[config.mk]
export PLATFORM = sky130hd
export DESIGN_NAME = uart_lbs_regs
export DESIGN_NICKNAME = d
export VERILOG_FILES = /design/src/rtl/uart_lbs_pkg.sv /design/src/rtl/lbs_sync_fifo.sv /design/src/rtl/uart_lbs_regs.sv
export SDC_FILE = /design/constraint.sdc
export NUM_CORES = 1
export LEC_CHECK = 0
export ABC_AREA = 1
export CAP_MARGIN = 20
export CORE_MARGIN = 2
export CORE_UTILIZATION = 50
export DETAILED_ROUTE_END_ITERATION = 12
export HOLD_SLACK_MARGIN = 0.05
export PLACE_DENSITY = 0.7
export SLEW_MARGIN = 20
export SYNTH_ARGS = -nofsm -noshare
export SYNTH_HDL_FRONTEND = slang
export SYNTH_SLANG_ARGS = --single-unit
[constraint.sdc]
create_clock -name clk -period 4.9 [get_ports clk]
set_input_delay 0.98 -clock clk [delete_from_list [all_inputs] [get_ports clk]]
set_output_delay 0.98 -clock clk [all_outputs]
set_load 0.005 [all_outputs]
[src/rtl/uart_lbs_pkg.sv]
// rtl/uart_lbs_pkg.sv - register map, bit indices and reset constants for uart_lbs_regs
package uart_lbs_pkg;

  localparam logic [2:0] REG_DATA    = 3'd0;
  localparam logic [2:0] REG_STATUS  = 3'd1;
  localparam logic [2:0] REG_RX_CNT  = 3'd2;
  localparam logic [2:0] REG_TX_CNT  = 3'd3;
  localparam logic [2:0] REG_IRQ_EN  = 3'd4;
  localparam logic [2:0] REG_RX_THR  = 3'd5;
  localparam logic [2:0] REG_CTRL    = 3'd6;
  localparam logic [2:0] REG_SCRATCH = 3'd7;

  localparam int ST_RX_NEMPTY = 0;
  localparam int ST_TX_FULL   = 1;
  localparam int ST_TX_EMPTY  = 2;
  localparam int ST_RX_OVF    = 3;
  localparam int ST_RX_FERR   = 4;
  localparam int ST_TX_OVF    = 5;

  localparam int CTRL_TX_FLUSH = 0;
  localparam int CTRL_RX_FLUSH = 1;
  localparam int CTRL_LOOPBACK = 2;

  localparam int IRQ_RX_THR   = 0;
  localparam int IRQ_TX_EMPTY = 1;
  localparam int IRQ_ERR      = 2;

  localparam logic [7:0] STATUS_RST = 8'h04;
  localparam logic [7:0] RX_THR_RST = 8'h01;

  // A threshold of 0 would make the RX interrupt fire on an empty FIFO; treat it as 1.
  function automatic logic [7:0] eff_thr(input logic [7:0] thr);
    return (thr == 8'h00) ? 8'h01 : thr;
  endfunction

endpackage

[src/rtl/lbs_sync_fifo.sv]
// rtl/lbs_sync_fifo.sv - show-ahead synchronous byte FIFO with count, full, empty and flush
// Ports:
//   clk, rst_n      clock, asynchronous active-low reset
//   flush           empties the FIFO on the next edge; overrides push/pop
//   push, wdata     write request and byte; ignored when full unless a pop happens too
//   pop             read request; ignored when empty
//   rdata           head byte (0x00 when empty)
//   count           occupancy 0..2^AW
//   full, empty     occupancy flags
module lbs_sync_fifo #(
  parameter int AW = 4
) (
  input  logic          clk,
  input  logic          rst_n,
  input  logic          flush,
  input  logic          push,
  input  logic [7:0]    wdata,
  input  logic          pop,
  output logic [7:0]    rdata,
  output logic [AW:0]   count,
  output logic          full,
  output logic          empty
);

  localparam int DEPTH = 1 << AW;
  localparam int CW    = AW + 1;

  logic [7:0]    mem [DEPTH];
  logic [AW-1:0] wr_ptr;
  logic [AW-1:0] rd_ptr;
  logic [AW:0]   cnt;
  logic          do_pop;
  logic          do_push;

  assign empty   = (cnt == '0);
  assign full    = cnt[AW];
  assign do_pop  = pop && !empty;
  // A full FIFO still accepts a push when a pop frees the slot in the same cycle.
  assign do_push = push && (!full || do_pop);

  always_ff @(posedge clk or negedge rst_n) begin
    if (!rst_n) begin
      wr_ptr <= '0;
      rd_ptr <= '0;
      cnt    <= '0;
    end else if (flush) begin
      wr_ptr <= '0;
      rd_ptr <= '0;
      cnt    <= '0;
    end else begin
      if (do_push) wr_ptr <= wr_ptr + AW'(1);
      if (do_pop)  rd_ptr <= rd_ptr + AW'(1);
      case ({do_push, do_pop})
        2'b10:   cnt <= cnt + CW'(1);
        2'b01:   cnt <= cnt - CW'(1);
        default: cnt <= cnt;
      endcase
    end
  end

  // Storage needs no reset: the head is masked to 0x00 while empty.
  always_ff @(posedge clk) begin
    if (do_push && !flush) mem[wr_ptr] <= wdata;
  end

  assign rdata = empty ? 8'h00 : mem[rd_ptr];
  assign count = cnt;

endmodule

[src/rtl/uart_lbs_regs.sv]
// rtl/uart_lbs_regs.sv - per-channel UART register file with TX/RX FIFOs, sticky status and irq
// Optional feature macro: UART_LBS_LOOPBACK_EN (CTRL.b2 routes TX FIFO into RX FIFO).
// Ports:
//   clk, rst_n                 clock, asynchronous active-low reset
//   lbs_addr/din/dout          register offset, write byte, combinational read byte
//   lbs_we, lbs_re, lbs_cs_n   write/read strobes qualified by active-low channel select
//   tx_data, tx_valid, tx_ready  TX FIFO head toward the serializer
//   rx_data, rx_valid, rx_frame_err  received byte strobe from the deserializer
//   irq                        registered level interrupt
module uart_lbs_regs
  import uart_lbs_pkg::*;
#(
  parameter int FIFO_AW = 4,
  parameter int U_DLY   = 1
) (
  input  logic       clk,
  input  logic       rst_n,
  input  logic [2:0] lbs_addr,
  input  logic [7:0] lbs_din,
  output logic [7:0] lbs_dout,
  input  logic       lbs_we,
  input  logic       lbs_re,
  input  logic       lbs_cs_n,
  output logic [7:0] tx_data,
  output logic       tx_valid,
  input  logic       tx_ready,
  input  logic [7:0] rx_data,
  input  logic       rx_valid,
  input  logic       rx_frame_err,
  output logic       irq
);

  // U_DLY is kept for drop-in compatibility with older instantiations; updates here are zero-delay.
  if (U_DLY < 0) begin : g_neg_dly
  end

  logic       wr_en, rd_en;
  logic [7:0] irq_en, rx_thr, scratch;
  logic       rx_ovf, rx_ferr, tx_ovf;
  logic       lb_en;

  logic       tx_push, tx_pop, tx_flush, tx_full, tx_empty;
  logic [7:0] tx_head;
  logic [FIFO_AW:0] tx_count;
  logic       rx_push, rx_pop, rx_flush, rx_full, rx_empty;
  logic [7:0] rx_head, rx_wdata;
  logic [FIFO_AW:0] rx_count;
  logic [7:0] rx_cnt8, tx_cnt8;
  logic       rx_ovf_set, rx_ferr_set, tx_ovf_set;
  logic [7:0] w1c;
  logic       irq_next;

  assign wr_en = lbs_we && !lbs_cs_n;
  assign rd_en = lbs_re && !lbs_cs_n;

  assign tx_push  = wr_en && (lbs_addr == REG_DATA);
  assign tx_flush = wr_en && (lbs_addr == REG_CTRL) && lbs_din[CTRL_TX_FLUSH];
  assign rx_flush = wr_en && (lbs_addr == REG_CTRL) && lbs_din[CTRL_RX_FLUSH];
  assign rx_pop   = rd_en && (lbs_addr == REG_DATA) && !rx_empty;
  assign w1c      = (wr_en && (lbs_addr == REG_STATUS)) ? lbs_din : 8'h00;

`ifdef UART_LBS_LOOPBACK_EN
  logic lb_move;

  always_ff @(posedge clk or negedge rst_n) begin
    if (!rst_n)
      lb_en <= 1'b0;
    else if (wr_en && (lbs_addr == REG_CTRL))
      lb_en <= lbs_din[CTRL_LOOPBACK];
  end

  // In loopback the serializer and deserializer are cut off: one byte per cycle
  // moves TX head to RX tail while there is room.
  assign lb_move     = lb_en && !tx_empty && !rx_full;
  assign tx_pop      = lb_en ? lb_move : (!tx_empty && tx_ready);
  assign rx_push     = lb_en ? lb_move : rx_valid;
  assign rx_wdata    = lb_en ? tx_head : rx_data;
  assign rx_ferr_set = !lb_en && rx_valid && rx_frame_err;
  assign tx_valid    = !tx_empty && !lb_en;
`else
  assign lb_en       = 1'b0;
  assign tx_pop      = !tx_empty && tx_ready;
  assign rx_push     = rx_valid;
  assign rx_wdata    = rx_data;
  assign rx_ferr_set = rx_valid && rx_frame_err;
  assign tx_valid    = !tx_empty;
`endif

  assign tx_data = tx_head;

  // Overflow means the byte was really dropped: a same-cycle pop makes room, a flush discards anyway.
  assign tx_ovf_set = tx_push && tx_full && !tx_pop && !tx_flush;
  assign rx_ovf_set = rx_push && rx_full && !rx_pop && !rx_flush;

  lbs_sync_fifo #(.AW(FIFO_AW)) u_tx_fifo (
    .clk   (clk),
    .rst_n (rst_n),
    .flush (tx_flush),
    .push  (tx_push),
    .wdata (lbs_din),
    .pop   (tx_pop),
    .rdata (tx_head),
    .count (tx_count),
    .full  (tx_full),
    .empty (tx_empty)
  );

  lbs_sync_fifo #(.AW(FIFO_AW)) u_rx_fifo (
    .clk   (clk),
    .rst_n (rst_n),
    .flush (rx_flush),
    .push  (rx_push),
    .wdata (rx_wdata),
    .pop   (rx_pop),
    .rdata (rx_head),
    .count (rx_count),
    .full  (rx_full),
    .empty (rx_empty)
  );

  assign rx_cnt8 = 8'(rx_count);
  assign tx_cnt8 = 8'(tx_count);

  // Sticky flags: a set in the same cycle wins over write-1-to-clear.
  always_ff @(posedge clk or negedge rst_n) begin
    if (!rst_n) begin
      rx_ovf  <= STATUS_RST[ST_RX_OVF];
      rx_ferr <= STATUS_RST[ST_RX_FERR];
      tx_ovf  <= STATUS_RST[ST_TX_OVF];
    end else begin
      rx_ovf  <= (rx_ovf  && !w1c[ST_RX_OVF])  || rx_ovf_set;
      rx_ferr <= (rx_ferr && !w1c[ST_RX_FERR]) || rx_ferr_set;
      tx_ovf  <= (tx_ovf  && !w1c[ST_TX_OVF])  || tx_ovf_set;
    end
  end

  always_ff @(posedge clk or negedge rst_n) begin
    if (!rst_n) begin
      irq_en  <= 8'h00;
      rx_thr  <= RX_THR_RST;
      scratch <= 8'h00;
    end else if (wr_en) begin
      case (lbs_addr)
        REG_IRQ_EN:  irq_en  <= {5'b0, lbs_din[2:0]};
        REG_RX_THR:  rx_thr  <= lbs_din;
        REG_SCRATCH: scratch <= lbs_din;
        default:     ;
      endcase
    end
  end

  assign irq_next = (irq_en[IRQ_RX_THR]   && (rx_cnt8 >= eff_thr(rx_thr))) ||
                    (irq_en[IRQ_TX_EMPTY] && tx_empty) ||
                    (irq_en[IRQ_ERR]      && (rx_ovf || rx_ferr || tx_ovf));

  always_ff @(posedge clk or negedge rst_n) begin
    if (!rst_n) irq <= 1'b0;
    else        irq <= irq_next;
  end

  always_comb begin
    lbs_dout = 8'h00;
    case (lbs_addr)
      REG_DATA:    lbs_dout = rx_head;
      REG_STATUS: begin
        lbs_dout[ST_RX_NEMPTY] = !rx_empty;
        lbs_dout[ST_TX_FULL]   = tx_full;
        lbs_dout[ST_TX_EMPTY]  = tx_empty;
        lbs_dout[ST_RX_OVF]    = rx_ovf;
        lbs_dout[ST_RX_FERR]   = rx_ferr;
        lbs_dout[ST_TX_OVF]    = tx_ovf;
      end
      REG_RX_CNT:  lbs_dout = rx_cnt8;
      REG_TX_CNT:  lbs_dout = tx_cnt8;
      REG_IRQ_EN:  lbs_dout = irq_en;
      REG_RX_THR:  lbs_dout = rx_thr;
      REG_CTRL:    lbs_dout[CTRL_LOOPBACK] = lb_en;
      REG_SCRATCH: lbs_dout = scratch;
      default:     lbs_dout = 8'h00;
    endcase
  end

endmodule

==> results.sh <==
export IMPL_layout_nets=1341
export IMPL_yosys_warnings=0
export IMPL_antenna_left=0
export IMPL_crit_start="u_rx_fifo.rd_ptr[0]"
export IMPL_diodes=0
export IMPL_drive_gt1_share_pct=6.55
export IMPL_tightest_slew_ps=1060
export IMPL_critPathLaunchType="flop"
export IMPL_syn_to_final_growth_pct=12.3
export IMPL_clkSinkCount=305
export IMPL_clockBufferDepth=3
export IMPL_firstDrtPassIters=5
export IMPL_synth_mux_area_share_pct=0
export IMPL_synth_nets=1307
export IMPL_use_met3_pct=2.74
export IMPL_max_freq_mhz=241
export IMPL_critPathKind="reg2out"
export IMPL_cts_tree="built"
export IMPL_crit_fanout=61
export IMPL_period_share_pct=84.6
export IMPL_dieHeight_microns=168
export IMPL_ctsResizeCount=0
export IMPL_post_place_cells=1593
export IMPL_status="finished clean"
export IMPL_postCtsSetupBuffers=0
export IMPL_synth_seq_cells=305
export IMPL_synth_simple_gate_area_share_pct=20.2
export IMPL_num_rows=59
export IMPL_ir_worst_vdd_mv=0.371
export IMPL_post_drt_via_cell_ratio=5.50
export IMPL_reg2reg_slack_ps=2450
export IMPL_power_density_nw_per_um2=547
export IMPL_dp_final_hpwl_microns=19100
export IMPL_die_area_sq_um=28100
export IMPL_grt_overflow=0
export IMPL_synth_cell_types=41
export IMPL_leakagePower_uw=0.00579
export IMPL_hold_viol_final=0
export IMPL_grt_max_degree=72
export IMPL_cts_hold_buffers=0
export IMPL_min_path_type="reg2reg"
export IMPL_final_common_cell="nand2_1"
export IMPL_synth_compound_area_share_pct=6.39
export IMPL_die_x_microns=168
export IMPL_fin_crit_ps=4140
export IMPL_skew_ps=11.2
export IMPL_total_power_uw=8220
export IMPL_initial_core_util_pct=51.2
export IMPL_grt_usage_pct=22.0
export IMPL_core_area_sq_um=26100
export IMPL_wl_microns=30500
export IMPL_pin_count=45
export IMPL_port_buffers=44
export IMPL_final_area_sq_um=15000
export IMPL_required_ps=3920
export IMPL_place_area_sq_um=14100
export IMPL_ys_seq_area_share_pct=66.6
export IMPL_fin_cells=1647
export IMPL_crit_arrival_ps=3160
export IMPL_fin_setup_tns_ps=0
export IMPL_grt_antenna_before_repair=0
export IMPL_gp_congestion=0.894
export IMPL_remaining_drc_errors=0
export IMPL_layout_common_cells="354 x nand2_1, 256 x edfxtp_1, 159 x nand3_1"
export IMPL_drv_slew=0
export IMPL_avgRoutedWirePerCell_microns=18.5
export IMPL_syn_area_per_cell_sq_um=10.6
export IMPL_rsz0062_at_grt="false"
export IMPL_setup_viol=0
export IMPL_synthAdderAreaFrac_pct=2.26
export IMPL_synth_area_sq_um=13400
export IMPL_grt_pass1_wl_microns=48300
export IMPL_vias=9057
export IMPL_grt_pass1_vias=8787
export IMPL_cts_reportedPaths_clkPinSlew_ps=60
export IMPL_worstSetupEndpoint="lbs_dout[7]"
export IMPL_synth_top_family_by_area="simple AND/OR/NAND/NOR gates"
export IMPL_drt_iter0_drc=887
export IMPL_clk_latency_ps=560
export IMPL_ff2ff_path_depth=8
export IMPL_worst_setup_path_end_kind="output pin"
export IMPL_maxCapViolations=0
export IMPL_grt_use_met1_pct=30.5
export IMPL_synth_cells=1257
export IMPL_h_tree_depth=1
export IMPL_cts_buffers=31
export IMPL_use_met2_pct=36.1
export IMPL_cts_root_buf="clkbuf_16"
export IMPL_worst_r2r_endpoint="u_rx_fifo.mem[5][0]"
export IMPL_grt_busiest_layer="met2"
export IMPL_r2r_start="u_rx_fifo.count[0]"
export IMPL_relSlewSlack_pct=29.3
export IMPL_synth_xor_area_share_pct=0.524
-- cells in the mapped netlist (all sizes together) --
cell,count,area (sq um)
o221ai,1,8.76
ha,21,263
nand2,363,1390
clkbuf,27,101
edfxtp,256,7690
a22oi,3,22.5
o21a,2,15.0
a211oi,4,30.0
a21oi,42,218
xnor2,4,35.0
o21ai,76,380
o41ai,1,8.76
fa,2,40.0
clkinv,6,22.5
o22ai,2,12.5
dfstp,1,26.3
dfrtp,48,1200
nor3,4,25.0
nor2,103,440
a221oi,1,8.76
nand4,4,31.3
or2,1,6.26
buf,25,130
nand3,159,796
xor2,4,35.0
o31ai,10,75.1
o211ai,10,75.1
nor3b,1,12.5
nand3b,1,7.51
inv,75,282
-- layer usage --
| layer | up-vias | share of wire, % | wire length [microns] |
|---|---|---|---|
| met5 | - | 0 | 0 |
| met4 | 0 | 3.4 | 1040 |
| met3 | 70 | 5.7 | 1740 |
| met2 | 285 | 47 | 14400 |
| met1 | 4315 | 44 | 13300 |
| li1 | 4387 | - | - |
-- through the flow --
step	util, %	hold slack [ps]	setup slack, ps
finish	57.5	487	757
CTS	57.5	487	726
global route	57.5	517	536
global placement	53.9	465	962
detailed placement	53.9	479	972
floorplan	-	453	2180
-- final cells by class --
class | instances | area, sq um
clock buffers | 35 | 791
clock inverters | 19 | 164
fillers | 2182 | 11100
inverters | 81 | 304
multi-input cells | 819 | 3930
flip-flops and latches | 305 | 8920
well taps | 335 | 419
repair buffers | 53 | 503
-- worst min path at each step --
stage	start	slack, ps	endpoint	depth (start not counted)
2_1_floorplan	rx_thr[3]	450	rx_thr[3]	2
3_3_place_gp	rx_thr[0]	470	rx_thr[0]	2
3_5_place_dp	rx_thr[0]	480	rx_thr[0]	2
4_1_cts	rx_thr[0]	490	rx_thr[0]	2
5_1_grt	rx_thr[3]	520	rx_thr[3]	2
6_report	rx_thr[0]	490	rx_thr[0]	2
-- worst max-delay path, cell delays in order, from the launching register on --
cell and delay, ps:
dfrtp_2 400, inv_2 750, o21ai_0 190, o211ai_1 310
nand3_1 140, nand2_1 100, nand2_1 60, nand2_1 110
clkdlybuf4s50_1 530
-- sequential cells by signal, indices dropped and copies added (netlist names) --
| signal | cells |
|---|---|
| u_rx_fifo.mem | 128 |
| u_tx_fifo.mem | 128 |
| rx_thr | 8 |
| scratch | 8 |
| u_rx_fifo.count | 5 |
| u_tx_fifo.count | 5 |
| u_rx_fifo.rd_ptr | 4 |
| u_rx_fifo.wr_ptr | 4 |
| u_tx_fifo.rd_ptr | 4 |
| u_tx_fifo.wr_ptr | 4 |
| irq_en | 3 |
| irq | 1 |
| rx_ferr | 1 |
| rx_ovf | 1 |
| tx_ovf | 1 |
-- logic make-up (layout without fill, tap and decap cells) --
kind of cell    Yosys count  count (layout)
buf+inv                 133             188
compound gates          152             152
simple gates            636             636
fa+ha+maj                23              23
xor+xnor                  8               8
flops                   305             305
-- report_power, final --
group | total (uW) | switching [uW] | internal [uW]
clock network | 2250 | 951 | 1300
logic | 2710 | 1810 | 904
registers | 3250 | 183 | 3070
No activity file was read; power rests on OpenSTA's default activity.
